[src/rtl/irq_req_sequencer_if.sv]
// Request/ack bundle between the sequencer and the interrupt controller.
// master: sequencer side; slave: controller and event-source side.
interface irq_req_sequencer_if;
  logic [26:0] evt_i;
  logic [26:0] mask_i;
  logic [8:0]  req_a_o;
  logic [8:0]  req_b_o;
  logic [8:0]  req_c_o;
  logic        req_valid_o;
  logic        ack_i;
  logic [1:0]  ack_bus_i;
  logic [3:0]  ack_chan_i;
  logic [26:0] ovf_o;
  logic        ovf_clr_i;
  logic        timeout_o;
  logic        busy_o;

  modport master (
    input  evt_i, mask_i, ack_i, ack_bus_i,
    input  ack_chan_i, ovf_clr_i,
    output req_a_o, req_b_o, req_c_o,
    output req_valid_o, ovf_o, timeout_o, busy_o
  );

  modport slave (
    output evt_i, mask_i, ack_i, ack_bus_i,
    output ack_chan_i, ovf_clr_i,
    input  req_a_o, req_b_o, req_c_o,
    input  req_valid_o, ovf_o, timeout_o, busy_o
  );
endinterface

[src/rtl/irq_req_sequencer.sv]
// Latches 27 event channels into pending bits, presents a stable snapshot
// to the priority controller and retires the acknowledged channel.
//   clk, rst : clock, async active-high reset
//   sq       : irq_req_sequencer_if.master (events, mask, snapshot,
//              ack, overflow, timeout, busy)
module irq_req_sequencer #(
  parameter int TIMEOUT = 64,
  parameter int HOLDOFF = 2,
  parameter int CNT_W   = 8
) (
  input  logic                       clk,
  input  logic                       rst,
  irq_req_sequencer_if.master        sq
);
  typedef enum logic [1:0] {
    IDLE, REQ, CLR, HOLD
  } state_t;

  localparam logic [CNT_W-1:0] TO_LAST =
    CNT_W'(TIMEOUT - 1);
  localparam logic [CNT_W-1:0] HO_LAST =
    CNT_W'((HOLDOFF > 0) ? HOLDOFF - 1 : 0);

  state_t           state_q, state_n;
  logic [CNT_W-1:0] cnt_q, cnt_n;
  logic [26:0]      pend_q, pend_n;
  logic [26:0]      snap_q, snap_n;
  logic [26:0]      ovf_q, ovf_n;
  logic [4:0]       idx_q, idx_n;
  logic             tmo_q, tmo_n;
  logic             valid_q, busy_q;

  logic [26:0] hit;
  logic [26:0] clr_bit;
  logic [5:0]  ack_idx;
  logic [31:0] snap_ext;
  logic        ack_ok;

  assign hit      = sq.evt_i & sq.mask_i;
  assign ack_idx  = 6'(sq.ack_bus_i) * 6'd9
                  + 6'(sq.ack_chan_i);
  assign snap_ext = {5'd0, snap_q};
  assign ack_ok   = sq.ack_i
                  && (sq.ack_bus_i < 2'd3)
                  && (sq.ack_chan_i < 4'd9)
                  && snap_ext[ack_idx[4:0]];

  // Retired bit only exists in CLR; a same-cycle event re-sets it
  // and is not an overflow.
  assign clr_bit = (state_q == CLR)
                 ? (27'(1) << idx_q) : '0;
  assign pend_n  = (pend_q & ~clr_bit) | hit;
  assign ovf_n   = (ovf_q & ~{27{sq.ovf_clr_i}})
                 | (hit & pend_q & ~clr_bit);

  always_comb begin
    state_n = state_q;
    cnt_n   = cnt_q;
    snap_n  = snap_q;
    idx_n   = idx_q;
    tmo_n   = 1'b0;
    unique case (state_q)
      IDLE: begin
        if (|(pend_q & sq.mask_i)) begin
          snap_n  = pend_q & sq.mask_i;
          cnt_n   = '0;
          state_n = REQ;
        end
      end
      REQ: begin
        cnt_n = cnt_q + CNT_W'(1);
        if (ack_ok) begin
          idx_n   = ack_idx[4:0];
          state_n = CLR;
        end else if (cnt_q == TO_LAST) begin
          tmo_n   = 1'b1;
          state_n = IDLE;
        end
      end
      CLR: begin
        cnt_n   = '0;
        state_n = (HOLDOFF == 0) ? IDLE : HOLD;
      end
      HOLD: begin
        cnt_n = cnt_q + CNT_W'(1);
        if (cnt_q == HO_LAST) state_n = IDLE;
      end
      default: state_n = IDLE;
    endcase
  end

  always_ff @(posedge clk or posedge rst) begin
    if (rst) begin
      state_q <= IDLE;
      cnt_q   <= '0;
      pend_q  <= '0;
      snap_q  <= '0;
      ovf_q   <= '0;
      idx_q   <= '0;
      tmo_q   <= 1'b0;
      valid_q <= 1'b0;
      busy_q  <= 1'b0;
    end else begin
      state_q <= state_n;
      cnt_q   <= cnt_n;
      pend_q  <= pend_n;
      snap_q  <= snap_n;
      ovf_q   <= ovf_n;
      idx_q   <= idx_n;
      tmo_q   <= tmo_n;
      valid_q <= (state_n == REQ);
      busy_q  <= (state_n != IDLE);
    end
  end

  // Timeout pulse shows up in the first cycle back in IDLE.
  assign sq.req_a_o     = snap_q[8:0];
  assign sq.req_b_o     = snap_q[17:9];
  assign sq.req_c_o     = snap_q[26:18];
  assign sq.req_valid_o = valid_q;
  assign sq.ovf_o       = ovf_q;
  assign sq.timeout_o   = tmo_q;
  assign sq.busy_o      = busy_q;
endmodule

[src/flat_wrapper.sv]
// flat-port wrapper written by rule: the top's interface ports become plain ports
module irq_req_sequencer_flat 
#(
  parameter int TIMEOUT = 64,
  parameter int HOLDOFF = 2,
  parameter int CNT_W   = 8
)
  (clk, rst, sq_evt_i, sq_mask_i, sq_ack_i, sq_ack_bus_i, sq_ack_chan_i, sq_ovf_clr_i, sq_req_a_o, sq_req_b_o, sq_req_c_o, sq_req_valid_o, sq_ovf_o, sq_timeout_o, sq_busy_o);
  irq_req_sequencer_if sq_i ();
  input  logic clk;
  input  logic rst;
  input wire logic [$bits(sq_i.evt_i)-1:0] sq_evt_i;
  input wire logic [$bits(sq_i.mask_i)-1:0] sq_mask_i;
  input wire logic [$bits(sq_i.ack_i)-1:0] sq_ack_i;
  input wire logic [$bits(sq_i.ack_bus_i)-1:0] sq_ack_bus_i;
  input wire logic [$bits(sq_i.ack_chan_i)-1:0] sq_ack_chan_i;
  input wire logic [$bits(sq_i.ovf_clr_i)-1:0] sq_ovf_clr_i;
  output wire logic [$bits(sq_i.req_a_o)-1:0] sq_req_a_o;
  output wire logic [$bits(sq_i.req_b_o)-1:0] sq_req_b_o;
  output wire logic [$bits(sq_i.req_c_o)-1:0] sq_req_c_o;
  output wire logic [$bits(sq_i.req_valid_o)-1:0] sq_req_valid_o;
  output wire logic [$bits(sq_i.ovf_o)-1:0] sq_ovf_o;
  output wire logic [$bits(sq_i.timeout_o)-1:0] sq_timeout_o;
  output wire logic [$bits(sq_i.busy_o)-1:0] sq_busy_o;
  assign sq_i.evt_i = sq_evt_i;
  assign sq_i.mask_i = sq_mask_i;
  assign sq_i.ack_i = sq_ack_i;
  assign sq_i.ack_bus_i = sq_ack_bus_i;
  assign sq_i.ack_chan_i = sq_ack_chan_i;
  assign sq_i.ovf_clr_i = sq_ovf_clr_i;
  assign sq_req_a_o = sq_i.req_a_o;
  assign sq_req_b_o = sq_i.req_b_o;
  assign sq_req_c_o = sq_i.req_c_o;
  assign sq_req_valid_o = sq_i.req_valid_o;
  assign sq_ovf_o = sq_i.ovf_o;
  assign sq_timeout_o = sq_i.timeout_o;
  assign sq_busy_o = sq_i.busy_o;
  irq_req_sequencer #(.TIMEOUT(TIMEOUT), .HOLDOFF(HOLDOFF), .CNT_W(CNT_W)) u_core (.clk(clk), .rst(rst), .sq(sq_i));
endmodule
[config.mk]
export PLATFORM = sky130hd
export DESIGN_NAME = irq_req_sequencer_flat
export DESIGN_NICKNAME = d
export VERILOG_FILES = /design/src/rtl/irq_req_sequencer_if.sv /design/src/rtl/irq_req_sequencer.sv /design/src/flat_wrapper.sv
export SDC_FILE = /design/constraint.sdc
export NUM_CORES = 1
export LEC_CHECK = 0
export ABC_AREA = 1
export BUFFER_PORTS_ARGS = -buffer_cell sky130_fd_sc_hd__buf_2
export CAP_MARGIN = 15
export CORE_MARGIN = 2
export CORE_UTILIZATION = 55
export CTS_BUF_LIST = sky130_fd_sc_hd__clkbuf_8
export CTS_CLUSTER_DIAMETER = 100
export CTS_CLUSTER_SIZE = 25
export DETAILED_ROUTE_END_ITERATION = 12
export GPL_ROUTABILITY_DRIVEN = 0
export HOLD_SLACK_MARGIN = 0.03
export PLACE_DENSITY = 0.85
export SLEW_MARGIN = 20
export SYNTH_ARGS = -nofsm -noshare
export SYNTH_HDL_FRONTEND = slang
export SYNTH_SLANG_ARGS = --single-unit
export TNS_END_PERCENT = 30
[constraint.sdc]
create_clock -name clk -period 3.9 [get_ports clk]
set_clock_uncertainty 0.05 [all_clocks]
set_input_delay 0.39 -clock clk [delete_from_list [all_inputs] [get_ports clk]]
set_output_delay 0.39 -clock clk [all_outputs]
set_load 0.005 [all_outputs]
### After elaboration in Yosys (flattened, before gate mapping)

Index checks and enable logic that the tools add are counted.

* mux-type cells: 13
* equality and inequality tests: 7
* $lt $le $gt $ge: 3
* $add $sub $neg: 2
* shift-type cells: 1
* multiply operators: 1
* reduce and logical (&&, ||, !) cells: 9
* bitwise operators: 10

Operator list (number)
* AND 27 bit: 6
* NOT 27 bit: 2
* bitwise OR 27 bit: 2
* two-way mux 27 bit: 1
* OR reduction 27 bit: 1
* left shift 1 x 5 -> 27 bit, first input constant: 1
* case mux 8 bit (3 select lines): 1
* adder 8 x 1 -> 8 bit, second input constant: 1
* == test 8 x 1 -> 1 bit, second input constant: 1
* == test 8 x 6 -> 1 bit, second input constant: 1
* two-way mux 2 bit: 4
* two-way mux 8 bit: 1
* case mux 2 bit (4 select lines): 1
* less-than comparator 5 x 6 -> 1 bit, second input constant: 1
* adder 5 x 4 -> 5 bit: 1
* binary-select mux 1 bit (select 5 bit): 1
* multiplier 2 x 4 -> 5 bit, second input constant: 1
* == test 2 x 1 -> 1 bit, second input constant: 2
* == test 2 bit, second input constant: 2
* less-than comparator 4 bit, second input constant: 1
* two-way mux 1 bit: 4
* AND reduction 2 bit: 2
* logical AND 1 bit: 3
* logical NOT 2 bit: 1
* 4 further kinds: 4

* bits of input ports: 64
* register bits after elaboration: 99
* output and inout bits: 57
* logic and storage cells: 55

### Longest topological paths before layout

Gate-level depths: netlist of run 1.

* word-level depth: 8
* mapped depth: 14
* mapped depth without buffers: 13

### Least setup slack after synthesis of run 1

Ideal clock, no wire load.

* path type: input to register
* from: input sq_ack_chan_i[1]
* to: register u_core.idx_q[0]
* data required time: 3732 ps
* data arrival time: 2167 ps
* buffers on the path: 1
* slack: 1565 ps
* library setup time: 118 ps
* cell stages on the path: 14
* path through: ha_1 ha_1 fa_1 inv_1 nand2_1 nand2_1 inv_1 nand3_1 nand3_1 a21oi_2 nand3_2 buf_6 nand2_1 o21ai_2

* word-level cells in the longest chain between the ends: 5
* elaborated cells on any way between the ends: 7
* classes of those cells: 1 x add/sub; 1 x order compare; 2 x mux; 3 x reduce/logical

RTL lines
* start, declared: RTL line flat_wrapper.sv:16 `input wire logic [$bits(sq_i.ack_chan_i)-1:0] sq_ack_chan_i;`
* adder 5 x 4 -> 5 bit: RTL line irq_req_sequencer.sv:41 `+ 6'(sq.ack_chan_i);`
* binary-select mux 1 bit (select 5 bit): RTL line irq_req_sequencer.sv:46 `&& snap_ext[ack_idx[4:0]];`
* two-way mux 1 bit (implied by the code): RTL line irq_req_sequencer.sv:46
* logical AND 1 bit *: RTL line irq_req_sequencer.sv:46
* AND reduction 2 bit (no line) *
* end signal, assigned: RTL line irq_req_sequencer.sv:109 `idx_q <= idx_n;`
* end, declared: RTL line irq_req_sequencer.sv:29 `logic [4:0] idx_q, idx_n;`

Mark *: on every way between the ends. The rest lies on a longest branch, timed or not. The select of a mux whose other input is x is not followed.
A chain may end at the register's enable or synchronous reset.

### Worst setup path after layout of run 1

* from: input sq_ack_bus_i[1]
* to: register u_core.valid_q, in the netlist u_core.sq.req_valid_o

* word-level cells in the longest chain between the ends: 8
* elaborated cells on any way between the ends: 11
* classes of those cells: 1 x add/sub; 1 x mul; 1 x order compare; 1 x eq/ne; 4 x mux; 3 x reduce/logical

RTL lines
* start, declared: RTL line flat_wrapper.sv:15 `input wire logic [$bits(sq_i.ack_bus_i)-1:0] sq_ack_bus_i;`
* multiplier 2 x 4 -> 5 bit: RTL line irq_req_sequencer.sv:40 `assign ack_idx = 6'(sq.ack_bus_i) * 6'd9`
* adder 5 x 4 -> 5 bit: RTL line irq_req_sequencer.sv:41
* binary-select mux 1 bit (select 5 bit): RTL line irq_req_sequencer.sv:46
* two-way mux 1 bit (implied by the code): RTL line irq_req_sequencer.sv:46
* logical AND 1 bit *: RTL line irq_req_sequencer.sv:46
* two-way mux 2 bit *: RTL line irq_req_sequencer.sv:72 `if (ack_ok) begin`
* case mux 2 bit (4 select lines) *: RTL line irq_req_sequencer.sv:62 `unique case (state_q)`
* net u_core.state_n[1]: RTL line irq_req_sequencer.sv:24 `state_t state_q, state_n;`
* == test 2 x 1 -> 1 bit *: RTL line irq_req_sequencer.sv:111 `valid_q <= (state_n == REQ);`
* end signal, assigned: RTL line irq_req_sequencer.sv:111
* end, declared: RTL line irq_req_sequencer.sv:31 `logic valid_q, busy_q;`

The timed path passes the listed nets; every way through them passes the cells marked *. The select of a mux whose other input is x is not followed.

==> metrics list, run 1 <==
- Top_reg_cell synth: sky130_fd_sc_hd__dfrtp_1
* Remaining global-route overflow: 0
* Max Root-Sink Buffers: 2
* Largest fanout on the critical path: 12
- After synthesis, the netlist uses 28 different library cells.
- Reg-to-reg endpoint: u_core.snap_q[7]
* Total global routing track utilization: 0.278
- At the pin with the least slew margin, the transition time is just under 1 ns.
- Number of nets in the final layout: 750
- Via Count: 4380
- Dividing the detail-routed via count by the number of cells gives 5.56.
- The critical path is of the in -> reg type.
* Outcome: completed
- P_sw: 0.00121 W
- Internal power summed over all cells: between 0.002 and 0.0025 W
- Entering global routing, the biggest net connects 81 pins.
* H-tree depth: 3
- Max-cap violations in this run came to 0.
- Vertical die dimension: 95.4 um
- The share of total power dissipated in sequential elements is 0.478.
- Fill cells in the final layout number 677.
* Max Transition Viols Final: 0
* Class of the tightest hold or removal check: in -> async
- Clk root buf: sky130_fd_sc_hd__clkbuf_8
- First-pass GRT wire length: roughly 19 mm
* Final wirelength: 12.4 mm
- Routed WL per cell: 15.7 um
- Proportion of total power due to net switching: 0.377
- # setup viols final: 0
* Diode count: 0
- Timing would allow up to 412 MHz.
* Number of gates resized after cts: 0
* FF-to-FF setup slack: 1.58 ns
- In this run the tool buffered the top-level ports with 120 buffer cells.
- For this block, the initial DRC count from the detailed router was 314.
* RSZ-0062 raised after global routing: false
- Across the whole layout, storage elements account for approximately 0.0025 mm^2.
* Critical path data required time: a little over 4 ns
* Final HPWL from detailed placement: 9.45 mm
- The via count of the first global-routing pass is 4141.
* Count of hold-fix buffers inserted at cts: 0
- Synthesis handed over a netlist of between 500 and 600 instances.
* Post-layout total power: 0.00322 W
* Dpl cells: 772
- The number of buffers and inverters on the critical path is 3.
- Post-detailed-placement cell area: between 0.005 and 0.006 mm^2
* Setup TNS after final layout: 0 ns
* Cts bufs inserted: 9
* Total nets after synthesis: 631
- TritonCTS built the clock tree.
- Share of flip-flops with an asynchronous set or reset after synthesis: 1.00
- Power density normalized to cell area: 591 mW/mm^2
- In this design, the stage delay of the slowest critical-path cell is 0.39 ns.
- Non-filler instance count after layout: 788
- Initial Util: 0.562
- Cell area after synthesis: 0.00460 mm^2
- Leakage power summed over all cells: between 2 and 3 nW
* Syn Area/Cell: between 8 and 9 um^2
- IR analysis of the VDD net gives a maximum drop of 0.252 mV.
- The count of final hold-check violations came to 0.
- Summed over all instances, the cell type with the most area after synthesis is sky130_fd_sc_hd__dfrtp_1.
- The worst setup path is launched from an input port.
- The share of synthesized area in the top cell type comes to 0.539.
- Cell type with the highest occurrence count on the critical path: sky130_fd_sc_hd__nand2_1
* First-pass iteration count of the detailed router: 5
* Max_slew headroom: 0.351
* Worst skew pair latency: 0.35 ns
- Summing all multi-input logic gate instances after layout gives around 0.0018 mm^2.
- Arrival time of the worst setup path: 2.62 ns
- Critical Path, Cell by Cell: buf_2, ha_1, ha_1, fa_1, inv_1, nand2_1, nand2_1, inv_1, nand3_1, nand3_1, a21oi_2, nand3_2, nand2_1, nor2_1
- Fraction of the core area covered by cells at the end of the flow: 0.667
- The worst register-to-register path begins at u_core.pend_q[2].
- By area the synthesized netlist is led by sky130_fd_sc_hd__dfrtp_1, sky130_fd_sc_hd__nand2_1, sky130_fd_sc_hd__inv_1.
- In the final layout, the share of cells above drive strength 1 is 0.212.
* Number of design rule violations left after detail routing: 0
- The synthesized design contains 99 register bits.
* Placement row count: 33
- The finished cells cover 0.00545 mm^2.
* Layout overhead on the synthesized area: 18.6%
- Placeable core region: between 0.008 and 0.009 mm^2
- CTS saw ~100 sinks.
* Routed Antenna Nets: 0
* Number of flops mapped to enable cells by yosys: 0
- The die is around 95 um wide.
- The worst setup path is captured at a register.
- Clock-pin slew was measured on the worst setup and hold paths at 0.09 ns.
- Of the total power, the clock network draws 0.214.
* Post-route minimum period: 2.42 ns
- Post-CTS Setup Inserts: 0
* Slowest library cell on the worst path: sky130_fd_sc_hd__fa_1
- Relative contribution of combinational cells to total power: 0.308
* Count of yosys warnings during synthesis: 0
- On the critical path the largest part of the delay comes from adder cells.
- The initial antenna violation count was 0.
- For this run, the register share of the synthesized area comes to 0.539.
- During I/O placement, the number of pins put on the boundary was 121.
* Overall die area: 0.00911 mm^2
- Share of the cycle needed by the critical path after routing: 0.622
- For the worst flop-to-flop path, the logic depth is 8.
==> registers in the layout, summed over array words and instances (netlist names) <==
signal / cells
u_core.sq.busy_o: 1
u_core.pend_q: 27
u_core.sq.timeout_o: 1
u_core.state_q: 2
u_core.sq.req_valid_o: 1
u_core.cnt_q: 8
u_core.idx_q: 5
u_core.snap_q: 27
u_core.sq.ovf_o: 27
==> cell usage in the layout, fill, tap and decap left out, types with 2 or more instances in the layout <==
cell,synthesis,final
sky130_fd_sc_hd__nor3_1,5,5
sky130_fd_sc_hd__o22ai_1,32,32
sky130_fd_sc_hd__nand3_1,34,34
sky130_fd_sc_hd__a21oi_1,5,5
sky130_fd_sc_hd__buf_4,0,2
sky130_fd_sc_hd__nand4_1,9,9
sky130_fd_sc_hd__inv_2,2,2
sky130_fd_sc_hd__nor4_1,2,2
sky130_fd_sc_hd__o21ai_2,2,2
sky130_fd_sc_hd__inv_1,64,64
sky130_fd_sc_hd__o21ai_1,3,3
sky130_fd_sc_hd__dfrtp_1,99,99
sky130_fd_sc_hd__nor2_1,25,25
sky130_fd_sc_hd__o21ai_0,43,43
sky130_fd_sc_hd__o31ai_1,2,2
sky130_fd_sc_hd__clkinvlp_4,0,2
sky130_fd_sc_hd__nand2_1,205,205
sky130_fd_sc_hd__clkbuf_8,1,12
sky130_fd_sc_hd__ha_1,7,7
sky130_fd_sc_hd__buf_2,3,120
==> synth_stat cells (2+ instances only) <==
master and number:
sky130_fd_sc_hd__nand2_1 205, sky130_fd_sc_hd__dfrtp_1 99, sky130_fd_sc_hd__inv_1 64, sky130_fd_sc_hd__o21ai_0 43
sky130_fd_sc_hd__nand3_1 34, sky130_fd_sc_hd__o22ai_1 32, sky130_fd_sc_hd__nor2_1 25, sky130_fd_sc_hd__nand4_1 9
sky130_fd_sc_hd__ha_1 7, sky130_fd_sc_hd__clkbuf_1 6, sky130_fd_sc_hd__a21oi_1 5, sky130_fd_sc_hd__nor3_1 5
sky130_fd_sc_hd__buf_2 3, sky130_fd_sc_hd__o21ai_1 3, sky130_fd_sc_hd__buf_6 2, sky130_fd_sc_hd__inv_2 2
sky130_fd_sc_hd__nor4_1 2, sky130_fd_sc_hd__o21ai_2 2, sky130_fd_sc_hd__o31ai_1 2
==> logic make-up after synthesis <==
group,count (synthesis),synth area share
compound gates,88,0.108
fa+ha+maj,8,0.0234
simple gates,283,0.250
buf+inv,80,0.0778
xor+xnor,1,0.00191
flops,99,0.539
==> power groups by stage <==
stage	clock network, W	registers, W	logic, W
6_report	0.000690	0.00154	0.000992
5_1_grt	0.000733	0.00156	0.00111
4_1_cts	0.000695	0.00153	0.000985
3_5_place_dp	0	0.00154	0.000976
3_3_place_gp	0	0.00153	0.000921
2_1_floorplan	0	0.00147	0.000625
==> metrics by stage <==
step	hold WS [ns]	setup WS [ns]
after floorplan	0.410	0.870
after global placement	0.427	1.31
after detailed placement	0.432	1.13
after CTS	0.193	1.52
after global routing	0.207	1.32
final	0.198	1.48
==> routing by layer <==
metal,wire (um),track usage
met1,5070,0.371
met4,446,0.137
met2,5960,0.445
met3,925,0.0458
met5,0,0
==> worst max path at each step <==
| stage | depth (start not counted) | start | end |
|---|---|---|---|
| after global placement | 14 | sq_ack_bus_i[1] | u_core.sq.req_valid_o |
| final | 14 | sq_ack_bus_i[1] | u_core.sq.req_valid_o |
| after CTS | 14 | sq_ack_bus_i[1] | u_core.sq.req_valid_o |
| after global routing | 14 | sq_ack_bus_i[1] | u_core.sq.req_valid_o |
| after floorplan | 1 | rst | u_core.cnt_q[0] |
| after detailed placement | 14 | sq_ack_bus_i[1] | u_core.sq.req_valid_o |
==> cell type report <==
cell class | count | area share
clock buffers | 12 | 0.0303
inverters | 66 | 0.0459
multi-input cells | 380 | 0.323
clock inverters | 4 | 0.00895
flip-flops and latches | 99 | 0.454
well taps | 105 | 0.0241
repair buffers | 122 | 0.113
Note: power is estimated with default switching activity, not from simulation.
==> run 2, diff against run 1 <==
- CORE_UTILIZATION: 55 -> 49
- PLACE_DENSITY: 0.85 -> 0.8
- clock period: 3.9 -> 2.21 ns (I/O delays scaled with it)
==> run 2 against run 1 <==
Clock power rose by 74%. Worst setup slack lost 1.4 ns. Global-route usage is 2.6 points lower. Worst hold slack got worse by 0.16 ns. Critical path depth unchanged. Register-to-register slack got worse by 1.2 ns. First-iteration DRC count fell by 12%. Combinational power is 83% higher. Via count decreased by 1.8%. Critical endpoint is now u_core.sq.busy_o. Utilization decreased by 4.5 points. Critical path type unchanged.
==> metrics list, run 2 (synthesis gave the netlist of run 1 again) <==
* Outcome: completed
* Placement row count: 35 (+6.1%)
- Routed Antenna Nets: 0 (unchanged)
* Power density normalized to cell area: 1010 mW/mm^2 (+70%)
* Peak supply drop: 0.442 mV (+75%)
* Vias per cell: 5.27 (-5.3%)
- The floorplan die width is 101 um (+5.7%).
- The max-slew violation count is 0 (unchanged).
- Setup TNS after final layout: 0 ns (unchanged)
* # setup viols final: 0 (unchanged)
- The starting density of the core came to 0.502 (-0.0601).
* Most common library cell in the layout ignoring fill and taps: sky130_fd_sc_hd__nand2_1
- Crit path launch type: input port
- Relative to the synthesized area, the layout overhead comes to 23.7%.
* Clk root buf: sky130_fd_sc_hd__clkbuf_8
* RSZ-0062 raised after global routing: false
- Share of cells above drive strength 1: 0.224 (+0.0115)
* TritonCTS clock tree: built
- DRC violation total after the first TritonRoute iteration: 276 (-12%)
- Pre-CTS worst setup slack: -0.381 ns (-1.51 ns)
- Placeable core region: 0.00915 mm^2 (+12%)
* Critical path data required time: 2.41 ns (-1.68 ns)
- Via count of the first global-routing pass: 4199 (+1.4%)
- M1 wire length: 5.24 mm (+3.3%)
- The depth of the CTS H-tree came to 3 (unchanged).
- Worst hold-check slack: 0.0364 ns (-0.161 ns)
- Class of the tightest hold or removal check: in -> reg
- WS Path Type: in -> reg
- The detailed route wirelength on metal3 is 738 um (-20%).
* Number of buffer cells added on primary ports: 120 (unchanged)
- Remaining global-route overflow: 0 (unchanged)
- Max Root-Sink Buffers: 2 (unchanged)
- CTS clock-pin slew for the worst setup and hold paths: 0.10 ns (about the same)
* Post-route minimum period: between 2 and 2.5 ns
- Post-layout total power: 0.00572 W (+78%)
- The leakage dissipation came to 2.93 nW (+3.5%).
- The clock insertion delay at the later pin of the skew report came to 0.37 ns (+0.02 ns).
* Number of antenna violations at the first check in global routing: 0 (unchanged)
- Number of design rule violations left after detail routing: 0 (unchanged)
- The data arrival time of the critical path came to 2.30 ns (-0.32 ns).
- Dividing the final minimum period by the clock period gives 0.948.
* Top Ports: 121 (unchanged)
* First-pass GRT wire length: 19.9 mm (+4.2%)
- Uppermost routed layer: met4
- The number of vias in the routed layout came to 4302 (-1.8%).
- First-pass iteration count of the detailed router: 5 (unchanged)
- Pin count of the biggest net entering global routing: 100 (+23%)
- Largest fanout on the critical path: 3 (-9)
- Filler Cell Count: 765 (+13%)
- Vertical die dimension: 101 um (+5.7%)
- The post-CTS setup repair buffer count was 0 (unchanged).
- Most used cells in the layout excluding fill and tap cells: sky130_fd_sc_hd__nand2_1, sky130_fd_sc_hd__buf_2, sky130_fd_sc_hd__dfrtp_1
- Detailed-routed wire length on met2: 5.92 mm (-0.64%)
* Number of nets in the final layout: 773 (+3.1%)
- Final wirelength: 12.2 mm (-1.9%)
- The final HPWL from detailed placement came to 9.19 mm (-2.7%).
- The worst setup path is captured at a register.
- The overall global routing resource usage was 0.252 (-0.0263).
- Least setup slack across all paths after layout: 0.115 ns (-1.36 ns)
* Pin slew with the least headroom to its limit: 0.545 ns (-0.429 ns)
- The total die area was 0.0102 mm^2 (+12%).
- The number of buffers added by the clock tree synthesis step was 9 (unchanged).
- The average wire length per cell after detail routing is 14.9 um (-5.3%).
- Timing would allow up to between 400 and 500 MHz.
* Diode count: 0 (unchanged)
* Max Cap Violations: 0 (unchanged)
- The count of final hold-check violations was 0 (unchanged).
- Clock sink total: 99 (unchanged)
* Max_slew headroom: 0.637 (+0.286)
-- run 2: cell count changes in the layout (fill, tap and decap cells not counted), moves of 2 or more --
cell | previous run | this run
sky130_fd_sc_hd__buf_4 | 2 | 10
sky130_fd_sc_hd__clkbuf_8 | 12 | 10
sky130_fd_sc_hd__clkinv_4 | 0 | 2
sky130_fd_sc_hd__dlygate4sd3_1 | 0 | 14
-- run 2: worst paths after layout --
kind | start | end | slack, ns | cells after the start
hold reg to reg | u_core.pend_q[10] | u_core.pend_q[10] | 0.46 | 2
min in group asynchronous | rst | u_core.sq.ovf_o[15] | 0.46 | 4
setup / recovery | sq_ack_chan_i[1] | u_core.sq.busy_o | 0.12 | 14
setup reg to reg | u_core.state_q[1] | u_core.sq.ovf_o[15] | 0.36 | 9
max in group asynchronous | rst | u_core.pend_q[13] | 1.20 | 4
hold / removal | sq_evt_i[17] | u_core.pend_q[17] | 0.04 | 3
-- run 2: critical path, stage by stage --
cell and delay [ns]:
sky130_fd_sc_hd__buf_2 0.11, sky130_fd_sc_hd__ha_1 0.29, sky130_fd_sc_hd__ha_2 0.21, sky130_fd_sc_hd__fa_2 0.35
sky130_fd_sc_hd__inv_1 0.06, sky130_fd_sc_hd__nand2_1 0.07, sky130_fd_sc_hd__nand2_2 0.10, sky130_fd_sc_hd__inv_1 0.08
sky130_fd_sc_hd__nand3_1 0.09, sky130_fd_sc_hd__nand3_1 0.11, sky130_fd_sc_hd__a21oi_2 0.24, sky130_fd_sc_hd__nand2_1 0.11
sky130_fd_sc_hd__a21oi_2 0.19, sky130_fd_sc_hd__nand2_1 0.08
-- run 2: power breakdown --
part	switching [W]	leakage [nW]	total, W	internal (W)
logic	0.00109	1.69	0.00182	0.000736
clock network	0.000642	0.108	0.00120	0.000557
registers	0.000441	1.13	0.00270	0.00226
-- run 2: metrics by stage --
stage                      util  cell area (um^2)  cells
after floorplan               -              4600    559
after global placement    0.582              5330    787
after detailed placement  0.582              5330    787
after CTS                 0.619              5670    817
after global routing      0.621              5690    817
final                     0.621              5690    817
-- run 2: what timing repair did --
item	CTS	global route
resized for setup	0	5
hold buffers	14	0
setup endpoints to repair	0	9
endpoints found under the hold margin	111	0
-- run 2: area by class of cell --
class	instances	area, um^2	share of cell area
clock inverters	6	65.1	0.0114
repair buffers	145	836	0.147
multi-input cells	380	1780	0.313
well taps	111	139	0.0244
inverters	66	251	0.0442
flip-flops and latches	99	2480	0.436
clock buffers	10	138	0.0242
-- run 2: layer usage --
layer  GRT usage  vias to the layer above
met5           0                        -
met4      0.0980                        0
met3      0.0298                       25
met2       0.410                      170
met1       0.347                     2010
li1            -                     2097
==> run 3, diff against run 2 <==
--- a/config.mk
+++ b/config.mk
@@ -18,3 +18,3 @@
 export HOLD_SLACK_MARGIN = 0.03
-export PLACE_DENSITY = 0.8
+export PLACE_DENSITY = 0.77
 export SLEW_MARGIN = 20
==> constraint.sdc (replaced) <==
create_clock -name clk -period 2.21 [get_ports clk]
set_clock_uncertainty 0.05 [all_clocks]
set_input_delay 0.1105 -clock clk [delete_from_list [all_inputs] [get_ports clk]]
set_output_delay 0.1105 -clock clk [all_outputs]
set_load 0.005 [all_outputs]
==> run 3 against run 2 <==
Via count grew 8.4%. Sequential power hardly changed. Critical path depth is the same. Power decreased by 0.75%. Critical path type unchanged. Register-to-register slack worse by 0.05 ns. Design area up 9.4%. Largest cell class unchanged.
==> metrics list, run 3 (synthesis gave the netlist of run 1 again) <==
- The via count of the first global-routing pass came to 4654 (+11%).
- The cts-stage hold buffer count came to 71 (+57).
- Max_slew headroom: 0.620 (-0.0164)
- The number of resized instances in the post-cts repair step is 0 (unchanged).
- The power per unit of standard cell area was 912 mW/mm^2 (-9.3%).
- The flop-to-flop setup slack came to 0.31 ns (-0.05 ns).
* Number of design rule violations left after detail routing: 0 (unchanged)
- Post-layout total power: 0.00568 W (-0.75%)
- The aggregate negative setup slack came to 0 ns (unchanged).
- Filler Cell Count: 704 (-8.0%)
* Fraction of the core area covered by cells at the end of the flow: 0.680 (+0.0584)
- The depth of the CTS H-tree came to 3 (unchanged).
* TritonCTS clock tree: built
* Vias per cell: 5.34 (+1.5%)
* Vertical die dimension: 101 um (unchanged)
- Max Root-Sink Buffers: 2 (unchanged)
- Setup repair after global routing left no endpoint under its margin.
- The wire length after detailed routing is 13.7 mm (+12%).
- Post-route minimum period: 2.04 ns (-0.0522 ns)
- The core outline area came to 0.00915 mm^2 (unchanged).
* Outcome: completed
* Critical path data required time: 2.41 ns (about the same)
- The setup path with the least slack is of type in -> reg.
- # setup viols final: 0 (unchanged)
* Peak supply drop: 0.455 mV (+3.0%)
- The proportion of layout cells with a drive suffix above 1 came to 0.199 (-0.0243).
- The number of violations of the max-capacitance limit was 0 (unchanged).
- Arrival time of the worst setup path: 2.24 ns (-0.06 ns)
- Pin count of the biggest net entering global routing: 100 (unchanged)
- The maximum fanout along the worst path is 12 (+9).
* Diode count: 0 (unchanged)
- The starting density of the core was 0.502 (unchanged).
- Number of buffer cells added on primary ports: 120 (unchanged)
- Hold Fails Final Rpt: 0 (unchanged)
- Pin slew with the least headroom to its limit: 0.569 ns (+0.0246 ns)
* Number of cells on the worst reg-to-reg path: 10 (+1)
* Via Count: 4664 (+8.4%)
* Worst skew pair latency: 0.37 ns (about the same)
- The worst register-to-register path begins at u_core.cnt_q[0].
* Routed WL per cell: 15.7 um (+5.1%)
- The CTS sink count is 99 (unchanged).
- Number of antenna violations at the first check in global routing: 0 (unchanged)
- The post-CTS setup repair buffer count came to 0 (unchanged).
- Total area of sequential cells: 0.00248 mm^2 (unchanged)
- First-pass GRT wire length: 21.9 mm (+9.8%)
* Top Ports: 121 (unchanged)
- The iteration-0 DRC count of the detailed router came to 348 (+26%).
- The number of buffers added by the clock tree synthesis step came to 9 (unchanged).
* Number of nets in the final layout: 829 (+7.2%)
- Leakage power summed over all cells: 3.13 nW (+6.8%)
* FMAX: 490 MHz (+2.6%)
- The total die area is 0.0102 mm^2 (unchanged).
- End point of the critical path: u_core.idx_q[0]
- Share of the cycle needed by the critical path after routing: 0.924 (-0.0236)
- The final HPWL from detailed placement was 9.34 mm (+1.5%).
- The floorplan die width came to 101 um (unchanged).
- The first-pass iteration count of the detailed router came to 5 (unchanged).
- Layout overhead on the synthesized area: 35.3%
- CP Launch Point: sq_ack_chan_i[1]
- The max-slew violation count is 0 (unchanged).
* Clk root buf: sky130_fd_sc_hd__clkbuf_8
* Critical Path End Type: register
* Class of the tightest hold or removal check: in -> reg
- The clock transition at the registers of the reported paths was 0.09 ns (about the same).
- Most common library cell in the layout ignoring fill and taps: sky130_fd_sc_hd__nand2_1
- Reg-to-reg endpoint: u_core.sq.busy_o
* Combined area of the multi-input logic cells: 0.00176 mm^2 (-1.1%)
- Routed Antenna Nets: 0 (unchanged)
* Total global routing track utilization: 0.280 (+0.0279)
- Placement row count: 35 (unchanged)
- Crit path launch type: input port
- Remaining global-route overflow: 0 (unchanged)
- The top cell types in the final layout, fill and taps aside, are sky130_fd_sc_hd__nand2_1, sky130_fd_sc_hd__buf_2, sky130_fd_sc_hd__dfrtp_1.
-- run 3: cell count changes in the layout (fill, tap and decap cells not counted), sizes merged --
cell         delta
bufinv          -1
inv             +1
buf             -1
dlygate4sd3    +57
-- run 3: how the worst min path moves through the flow --
stage,from,end,cells after the start
CTS,sq_mask_i[9],u_core.snap_q[9],3
finish,sq_mask_i[20],u_core.snap_q[20],3
detailed placement,rst,u_core.snap_q[10],3
global route,sq_mask_i[3],u_core.snap_q[3],3
global placement,rst,u_core.snap_q[15],3
floorplan,sq_mask_i[10],u_core.pend_q[10],2
-- run 3: through the flow --
step | cell area [um^2] | instances | hold WS [ns] | worst slack, ns
after floorplan | 4600 | 559 | 0.192 | 0.155
after global placement | 5330 | 786 | 0.245 | -0.0771
after CTS | 6220 | 873 | 0.0301 | 0.206
after global routing | 6220 | 873 | 0.0480 | 0.0560
final | 6220 | 873 | 0.0409 | 0.167
after detailed placement | 5330 | 786 | 0.254 | -0.189
-- run 3: worst max-delay path, stage by stage --
cell	delay, ns
sky130_fd_sc_hd__buf_2	0.11
sky130_fd_sc_hd__ha_1	0.28
sky130_fd_sc_hd__ha_1	0.22
sky130_fd_sc_hd__fa_1	0.38
sky130_fd_sc_hd__inv_1	0.06
sky130_fd_sc_hd__nand2_1	0.06
sky130_fd_sc_hd__nand2_1	0.12
sky130_fd_sc_hd__inv_1	0.09
sky130_fd_sc_hd__nand3_1	0.09
sky130_fd_sc_hd__nand3_1	0.09
sky130_fd_sc_hd__a21oi_2	0.18
sky130_fd_sc_hd__nand3_2	0.23
sky130_fd_sc_hd__nand2_1	0.15
sky130_fd_sc_hd__o21ai_2	0.06
-- run 3: area by class of cell --
type,count,share of cell area
inverter,66,0.0404
clock buffer,10,0.0221
tap,111,0.0223
clock inverter,6,0.00684
multi-input combinational,380,0.283
sequential,99,0.398
timing repair buffer,201,0.227
-- run 3: power by group --
group          switching (W)  internal, W
sequential          0.000464      0.00226
combinational        0.00108     0.000799
clock               0.000635     0.000443
total                0.00218      0.00350
-- run 3: per-layer routing --
metal | share of wire | up-vias | global-route usage
li1 | - | 2210 | -
met2 | 0.51 | 212 | 0.481
met1 | 0.40 | 2213 | 0.355
met4 | 0.023 | 0 | 0.101
met5 | 0 | - | 0
met3 | 0.062 | 29 | 0.0499
